===== src/rtl/sgdmac_desc_sequencer.sv =====
// sgdmac_desc_sequencer: walks a linked list of 16-byte descriptors and issues
// one copy command per descriptor to the DMA data mover.
module sgdmac_desc_sequencer #(
  parameter int unsigned MAX_DESC = 256,
  parameter int unsigned ADDR_W   = 32
) (
  input  logic              clk,
  input  logic              rst,
  input  logic [ADDR_W-1:0] start_pointer_i,
  input  logic              start_i,
  output logic              done_o,
  output logic              err_o,
  output logic [15:0]       desc_cnt_o,
  output logic              rd_req_o,
  output logic [ADDR_W-1:0] rd_addr_o,
  input  logic              rd_gnt_i,
  input  logic              rd_rvalid_i,
  input  logic [31:0]       rd_rdata_i,
  output logic              cmd_valid_o,
  input  logic              cmd_ready_i,
  output logic [ADDR_W-1:0] cmd_src_o,
  output logic [ADDR_W-1:0] cmd_dst_o,
  output logic [15:0]       cmd_len_o,
  input  logic              cmd_done_i
);

  localparam int unsigned CNT_W  = 16;
  localparam int unsigned LEN_W  = 16;
  localparam int unsigned WIDX_W = 2;

  typedef enum logic [2:0] {
    IDLE      = 3'd0,
    RD_REQ    = 3'd1,
    RD_WAIT   = 3'd2,
    CMD       = 3'd3,
    WAIT_DONE = 3'd4
  } state_e;

  state_e              state_q,     state_d;
  logic [ADDR_W-1:0]   cur_ptr_q,   cur_ptr_d;
  logic [WIDX_W-1:0]   widx_q,      widx_d;
  logic [ADDR_W-1:0]   src_q,       src_d;
  logic [ADDR_W-1:0]   dst_q,       dst_d;
  logic [LEN_W-1:0]    len_q,       len_d;
  logic [ADDR_W-1:0]   next_q,      next_d;
  logic                done_q,      done_d;
  logic                err_q,       err_d;
  logic [CNT_W-1:0]    cnt_q,       cnt_d;
  logic                rd_req_q,    rd_req_d;
  logic [ADDR_W-1:0]   rd_addr_q,   rd_addr_d;
  logic                cmd_valid_q, cmd_valid_d;
  logic [ADDR_W-1:0]   cmd_src_q,   cmd_src_d;
  logic [ADDR_W-1:0]   cmd_dst_q,   cmd_dst_d;
  logic [LEN_W-1:0]    cmd_len_q,   cmd_len_d;

  // Next-pointer evaluation inputs, shared by the len==0 skip and WAIT_DONE paths
  logic                do_next;
  logic [ADDR_W-1:0]   nxt_ptr;
  logic [CNT_W-1:0]    nxt_cnt;
  logic [CNT_W-1:0]    cnt_inc;
  logic [WIDX_W-1:0]   widx_inc;

  // State and output registers
  always_ff @(posedge clk) begin
    if (rst) begin
      state_q     <= IDLE;
      cur_ptr_q   <= '0;
      widx_q      <= '0;
      src_q       <= '0;
      dst_q       <= '0;
      len_q       <= '0;
      next_q      <= '0;
      done_q      <= 1'b1;
      err_q       <= 1'b0;
      cnt_q       <= '0;
      rd_req_q    <= 1'b0;
      rd_addr_q   <= '0;
      cmd_valid_q <= 1'b0;
      cmd_src_q   <= '0;
      cmd_dst_q   <= '0;
      cmd_len_q   <= '0;
    end else begin
      state_q     <= state_d;
      cur_ptr_q   <= cur_ptr_d;
      widx_q      <= widx_d;
      src_q       <= src_d;
      dst_q       <= dst_d;
      len_q       <= len_d;
      next_q      <= next_d;
      done_q      <= done_d;
      err_q       <= err_d;
      cnt_q       <= cnt_d;
      rd_req_q    <= rd_req_d;
      rd_addr_q   <= rd_addr_d;
      cmd_valid_q <= cmd_valid_d;
      cmd_src_q   <= cmd_src_d;
      cmd_dst_q   <= cmd_dst_d;
      cmd_len_q   <= cmd_len_d;
    end
  end

  // Next-state and registered-output computation
  always_comb begin
    state_d     = state_q;
    cur_ptr_d   = cur_ptr_q;
    widx_d      = widx_q;
    src_d       = src_q;
    dst_d       = dst_q;
    len_d       = len_q;
    next_d      = next_q;
    done_d      = done_q;
    err_d       = err_q;
    cnt_d       = cnt_q;
    rd_req_d    = rd_req_q;
    rd_addr_d   = rd_addr_q;
    cmd_valid_d = cmd_valid_q;
    cmd_src_d   = cmd_src_q;
    cmd_dst_d   = cmd_dst_q;
    cmd_len_d   = cmd_len_q;
    do_next     = 1'b0;
    nxt_ptr     = next_q;
    nxt_cnt     = cnt_q;
    widx_inc    = widx_q + WIDX_W'(1);
    cnt_inc     = (cnt_q == CNT_W'(MAX_DESC)) ? cnt_q : cnt_q + CNT_W'(1);

    unique case (state_q)
      IDLE: begin
        if (start_i) begin
          cur_ptr_d = start_pointer_i;
          err_d     = 1'b0;
          cnt_d     = '0;
          widx_d    = '0;
          if (start_pointer_i[3:0] != 4'h0) begin
            // Misaligned chain head: flag and stay idle without fetching
            err_d = 1'b1;
          end else begin
            done_d    = 1'b0;
            state_d   = RD_REQ;
            rd_req_d  = 1'b1;
            rd_addr_d = start_pointer_i;
          end
        end
      end

      RD_REQ: begin
        if (rd_gnt_i) begin
          rd_req_d = 1'b0;
          state_d  = RD_WAIT;
        end
      end

      RD_WAIT: begin
        if (rd_rvalid_i) begin
          unique case (widx_q)
            2'd0:    src_d  = ADDR_W'(rd_rdata_i);
            2'd1:    dst_d  = ADDR_W'(rd_rdata_i);
            2'd2:    len_d  = rd_rdata_i[LEN_W-1:0];
            default: next_d = ADDR_W'(rd_rdata_i);
          endcase
          if (widx_q != 2'd3) begin
            widx_d    = widx_inc;
            state_d   = RD_REQ;
            rd_req_d  = 1'b1;
            rd_addr_d = cur_ptr_q + ADDR_W'({widx_inc, 2'b00});
          end else begin
            cnt_d = cnt_inc;
            if (len_q == '0) begin
              // Empty descriptor: follow the link immediately
              do_next = 1'b1;
              nxt_ptr = ADDR_W'(rd_rdata_i);
              nxt_cnt = cnt_inc;
            end else begin
              state_d     = CMD;
              cmd_valid_d = 1'b1;
              cmd_src_d   = src_q;
              cmd_dst_d   = dst_q;
              cmd_len_d   = len_q;
            end
          end
        end
      end

      CMD: begin
        if (cmd_ready_i) begin
          cmd_valid_d = 1'b0;
          state_d     = WAIT_DONE;
        end
      end

      WAIT_DONE: begin
        if (cmd_done_i) begin
          do_next = 1'b1;
        end
      end

      default: begin
        state_d = IDLE;
      end
    endcase

    // Link handling: terminate, misaligned link, loop limit, or continue
    if (do_next) begin
      if (nxt_ptr == '0) begin
        state_d = IDLE;
        done_d  = 1'b1;
      end else if (nxt_ptr[3:0] != 4'h0) begin
        err_d   = 1'b1;
        state_d = IDLE;
        done_d  = 1'b1;
      end else if (nxt_cnt == CNT_W'(MAX_DESC)) begin
        err_d   = 1'b1;
        state_d = IDLE;
        done_d  = 1'b1;
      end else begin
        cur_ptr_d = nxt_ptr;
        widx_d    = '0;
        state_d   = RD_REQ;
        rd_req_d  = 1'b1;
        rd_addr_d = nxt_ptr;
      end
    end
  end

  assign done_o      = done_q;
  assign err_o       = err_q;
  assign desc_cnt_o  = cnt_q;
  assign rd_req_o    = rd_req_q;
  assign rd_addr_o   = rd_addr_q;
  assign cmd_valid_o = cmd_valid_q;
  assign cmd_src_o   = cmd_src_q;
  assign cmd_dst_o   = cmd_dst_q;
  assign cmd_len_o   = cmd_len_q;

endmodule


===== config.mk =====
export PLATFORM = sky130hd
export DESIGN_NAME = sgdmac_desc_sequencer
export DESIGN_NICKNAME = d
export VERILOG_FILES = /design/src/rtl/sgdmac_desc_sequencer.sv
export SDC_FILE = /design/constraint.sdc
export NUM_CORES = 1
export LEC_CHECK = 0
export CAP_MARGIN = 10
export CORE_UTILIZATION = 35
export CTS_BUF_LIST = sky130_fd_sc_hd__clkbuf_8
export CTS_CLUSTER_DIAMETER = 150
export DETAILED_ROUTE_END_ITERATION = 7
export GPL_TIMING_DRIVEN = 1
export HOLD_SLACK_MARGIN = 0.06
export SLEW_MARGIN = 10
export SYNTH_ARGS = -nofsm -noshare
export SYNTH_HDL_FRONTEND = slang
export SYNTH_SLANG_ARGS = --single-unit

===== constraint.sdc =====
create_clock -name clk -period 8.2 [get_ports clk]
set_clock_uncertainty 0.1 [all_clocks]
set_input_delay 1.64 -clock clk [delete_from_list [all_inputs] [get_ports clk]]
set_output_delay 1.64 -clock clk [all_outputs]
set_load 0.005 [all_outputs]

; ---- Word level (Yosys, flattened, before mapping)
; Index checks and enable logic that the tools add are counted.
[word_totals]
regBits = 281
mem_bits_rw = 0
mem_bits_ro = 0
out_inout_bits = 132
in_bits = 71
memories = 0
latch_bits = 0
[op_classes]
n_shift = 0
addsub = 3
n_lt_le_gt_ge = 0
bitwise = 3
div = 0
mul = 0
reduce_logical = 17
eq_ne = 21
mux = 82
[op_table]
columns = operator, count
row1 = 32-bit two-way mux, 18
row2 = 16-bit two-way mux, 8
row3 = 32-bit case mux with 2 select lines, 1
row4 = 1-bit two-way mux, 34
row5 = 32-bit by 4-bit adder with 32-bit output, 1
row6 = 16-bit by 9-bit equality test with 1-bit output (second input constant), 2
row7 = 32-bit zero test, 1
row8 = 16-bit case mux with 2 select lines, 1
row9 = 3-bit two-way mux, 8
row10 = 16-bit by 1-bit adder with 16-bit output (second input constant), 1
row11 = 16-bit zero test, 1
row12 = 3-bit inequality test (second input constant), 5
row13 = 3-bit case mux with 5 select lines, 1
row14 = 2-bit two-way mux, 7
row15 = 2-bit inequality test (second input constant), 7
row16 = 3-bit AND reduction, 4
row17 = 4-bit AND reduction, 2
row18 = 4-bit nonzero test, 2
row19 = 7-bit AND reduction, 1
row20 = 3-bit by 2-bit equality test with 1-bit output (second input constant), 2
row21 = 5-bit AND reduction, 1
row22 = 4-bit inequality test (second input constant), 1
row23 = 1-bit case mux with 2 select lines, 2
row24 = 2-bit case mux with 2 select lines, 1
row25 = 11 further kinds, 14

; ---- Depth between registers and ports, before layout
[depth]
word_depth = 11
depth_mapped = 11

; ---- Worst setup path after synthesis
; Ideal clock, no wire load.
[synth_path]
path_kind = in2reg
start = in rd_rvalid_i
end = reg cur_ptr_q[21]
path_stages = 8
setup_slack_ps = 4493
arrival_time_ps = 3477
path_buffers = 1
path_cell_list = and4bb_2 -> and2_1 -> nand2_1 -> a211oi_2 -> a21oi_1 -> a21oi_1 -> clkbuf_1 -> o22ai_1
[synth_between]
elab_chain_len = 7
elab_cells_between_ends = 13
classes_between = 1 x eq/ne / 10 x mux / 2 x reduce/logical
[synth_rtl]
columns = item, line
row1 = from (decl), 17  ; input logic rd_rvalid_i,
row2 = 16-bit two-way mux, 153  ; if (rd_rvalid_i) begin
row3 = 16-bit two-way mux, 126  ; unique case (state_q)
row4 = 16-bit by 9-bit equality test with 1-bit output, 210  ; end else if (nxt_cnt == CNT_W'(MAX_DESC)) begin
row5 = 32-bit two-way mux, 210
row6 = 32-bit two-way mux, 206  ; end else if (nxt_ptr[3:0] != 4'h0) begin
row7 = 32-bit two-way mux, 203  ; if (nxt_ptr == '0) begin
row8 = 32-bit two-way mux *, 202  ; if (do_next) begin
row9 = to (signal assigned), 84  ; cur_ptr_q <= cur_ptr_d;
row10 = to (decl), 40  ; logic [ADDR_W-1:0] cur_ptr_q, cur_ptr_d;
; Every way passes the cells marked *; elsewhere a longest branch is shown, timed or not.
; A chain may end at the register's enable or synchronous reset.

; ---- Worst setup path after layout
[layout_path]
start = in rd_rvalid_i
end = reg cur_ptr_q[26]
; Same word-level chain as after synthesis.

==> flow_summary.ini <==
[sta]
rsz0062_at_grt = false
fin_crit_sh_pct = 58.6
setup_viol = 0
hold_viol_final = 0
max_freq_mhz = 208
relSlewSlack_pct = 16.5
tns_ns = 0
tightest_slew_ns = 1.25
fin_crit_ns = 4.81
drv_slew = 0

[logic_synthesis]
synth_edf_count = 0
synth-seq-cells = 281
synthDominantCellAreaShare_pct = 45.7
synth_area_leader_cell = dfxtp_1
synthArstFlopShare_pct = 0
yosys.cell_types.count = 67
avgSynthCellArea_um2 = 7.94
yosysSeqAreaShare_pct = 45.7
synth_ff_type = dfxtp_1
synth_nets = 1631
ys_warn_count = 0
syn_inst = 1550
ys_top_cells_by_area = dfxtp_1 (46%), nand2_1 (13%), a21oi_1 (9.5%)
synth_area_um2 = 12300

[placement]
routabilityCongestion = 0.876
numPortBuffers = 202
dpl.cell_count = 2107
dp_hpwl_um = 27100

[die]
dieWidth_um = 189
start_util_pct = 35.6
dieArea_um2 = 35900
die_h_um = 189
coreArea_um2 = 34500
rows = 68
boundaryPins = 203

[setup_path]
path_cells = clkdlybuf4s50_1, and4bb_2, and2_1, nand2_1, a211oi_2, a21oi_1, a21oi_4, buf_4, o22ai_1
reg2reg_depth = 8
critPathMaxStageDelay_ns = 0.57
regToRegSetupSlack_ns = 4.22
cp_num_buf_inv = 2
crit_path_max_fanout = 63
start_kind = input pin
cp_slowest_cell = clkdlybuf4s50_1
worstSetupPathType = in -> reg
crit_family = simple AND/OR/NAND/NOR gates
r2r_start = state_q[1]
cp.required_ns = 8.51
rr_endpoint = cur_ptr_q[26]
arrival_ns = 5.12
crit_path_end_kind = flip-flop

[power]
p_per_area_nw_per_um2 = 212
p_leak_nw = 5.13
clkPwrFrac_pct = 41.4
p_comb_share_pct = 13.9
switching_share_pct = 27.7
ir_worst_vdd_v = 0.000106
power.internal_w = 0.00240
p_seq_share_pct = 44.7
p_switching_w = 0.000918

[clocking]
cts_tree = built
clockBufferDepth = 3
cts_max_level = 2
cts_resized = 0
post_cts_buffers = 0
clockRootBuffer = clkbuf_8
clk_latency_ns = 0.57
cts_sinks = 281
clk_pin_slew_ns = 0.06
cts_buffers = 50
cts.hold.buffers_added = 0

[finish]
layout-drive-gt1-share_pct = 6.60
final-seq-area_um2 = 5630
diodes = 0
multi_input_area_um2 = 6140
stdcell_count = 2197
nets = 1785
syn_to_final_growth_pct = 27.2
n_fill_cell = 3497

[global_route]
grt_pass1_vias = 11171
grt-busiest-layer = met2
grt.met1_usage_pct = 28.9
grt.total_usage_pct = 21.9
antenna_found_initial = 1
grt_remaining_overflow = 0
grt_first_pass_wirelength_um = 62600
use_met3_pct = 3.89
grt_util_met2_pct = 35.9
grt_max_degree = 117

[drt]
num_vias = 11818
wl_per_cell_um = 18.3
drc_errors = 0
viasPerCell = 5.38
antenna_left = 0
drt-initial-drc-count = 1022
drt-total-wl_um = 40300
drt_pass1_iterations = 6

[run]
max-cap-violations = 0

[run_status]
status = complete, no violations

[min_path]
worstHoldPathType = reg -> reg
hp-start = src_q[20]
whs_path_depth = 2
whs_endpoint = cmd_src_o[20]
[layout make-up]
| class | count | area share [%] |
|---|---|---|
| clock buffers | 69 | 6.07 |
| multi-input cells | 1129 | 39.2 |
| inverters | 22 | 0.528 |
| repair buffers | 220 | 13.8 |
| clock inverters | 21 | 0.792 |
| well taps | 455 | 3.64 |
| flip-flops and latches | 281 | 36.0 |
[tightest hold or removal path: cells and delay by family, from the launching register on]
kind / cells / cell delay (ns)
and+or+nand+nor: 1 / 0.05
DFF: 1 / 0.31
AOI/OAI and AO/OA: 1 / 0.05
[power groups by stage]
stage	Sequential (W)	Combinational (W)	Clock (W)
after floorplan	0.00149	0.000291	0
after detailed placement	0.00151	0.000458	0
final	0.00148	0.000461	0.00137
after global routing	0.00149	0.000502	0.00147
after CTS	0.00148	0.000461	0.00140
after global placement	0.00151	0.000452	0
[flip-flops by register name, summed over array words and instances, names as in the netlist]
register	flops
cmd_dst_o	32
cmd_src_o	32
cur_ptr_q	32
dst_q	32
next_q	32
rd_addr_o	32
src_q	32
cmd_len_o	16
desc_cnt_o	16
len_q	16
state_q	3
widx_q	2
cmd_valid_o	1
done_o	1
err_o	1
rd_req_o	1
[per-stage QoR]
stage               hold WS, ns  area, um^2  util [%]  setup slack [ns]  power (W)
global placement          0.337       14600      42.2              3.04    0.00196
global route              0.364       15600      45.3              3.31    0.00346
finish                    0.346       15600      45.3              3.39    0.00332
detailed placement        0.342       14600      42.2              2.95    0.00197
floorplan                 0.332       12300         -              4.49    0.00178
CTS                       0.352       15600      45.3              3.53    0.00335
[cell families (layout without fill, tap and decap cells)]
group / after synthesis / in the layout / share of synthesized area (%)
simple gates: 626 / 626 / 21.7
compound gates: 406 / 406 / 20.0
flops: 281 / 281 / 45.7
buf+inv: 140 / 332 / 4.65
mux: 60 / 60 / 4.92
xor+xnor: 27 / 27 / 1.92
fa+ha+maj: 10 / 10 / 1.08
[per-layer routing]
metal | vias up | part of all wire [%]
met5 | - | 0.030
met4 | 2 | 2.8
met3 | 64 | 6.1
met2 | 374 | 47
met1 | 5639 | 44
li1 | 5739 | -
[synthesized netlist by cell type, drive strengths merged (7+ instances only)]
master	n
nand2	439
dfxtp	281
a21oi	234
clkbuf	105
o22ai	64
nor2	62
mux2i	56
nor4	33
nand3	25
inv	21
o21ai	20
xnor2	17
a222oi	16
buf	13
nand4	13
a22o	10
and2	10
nor3	10
xor2	10
ha	9
a211oi	7
[worst max-delay path by stage]
stage / endpoint / from / depth (start not counted)
2_1_floorplan: cur_ptr_q[21] / rd_rvalid_i / 8
3_3_place_gp: rd_addr_o[31] / rd_rvalid_i / 9
3_5_place_dp: cur_ptr_q[26] / rd_rvalid_i / 9
4_1_cts: cur_ptr_q[26] / rd_rvalid_i / 9
5_1_grt: rd_addr_o[18] / rd_rvalid_i / 9
6_report: cur_ptr_q[26] / rd_rvalid_i / 9
[layout by cell type, fill, tap and decap left out, drive strengths merged, types with 4 or more instances in the layout]
cell / netlist / final
nand2: 439 / 439
dfxtp: 281 / 281
a21oi: 234 / 234
clkdlybuf4s50: 0 / 201
clkbuf: 105 / 69
o22ai: 64 / 64
nor2: 62 / 62
mux2i: 56 / 56
inv: 21 / 34
nor4: 33 / 33
nand3: 25 / 25
o21ai: 20 / 20
buf: 13 / 19
xnor2: 17 / 17
a222oi: 16 / 16
nand4: 13 / 13
and2: 10 / 10
nor3: 10 / 10
a22o: 10 / 10
xor2: 10 / 10
ha: 9 / 9
a211oi: 7 / 7
clkinv: 1 / 7
a31oi: 6 / 6
a221oi: 6 / 6
and3: 6 / 6
and4: 5 / 5
a22oi: 5 / 5
o221ai: 5 / 5
a311oi: 4 / 4
or3: 4 / 4
nand2b: 4 / 4
mux2: 4 / 4
Note: power is estimated with default switching activity, not from simulation.
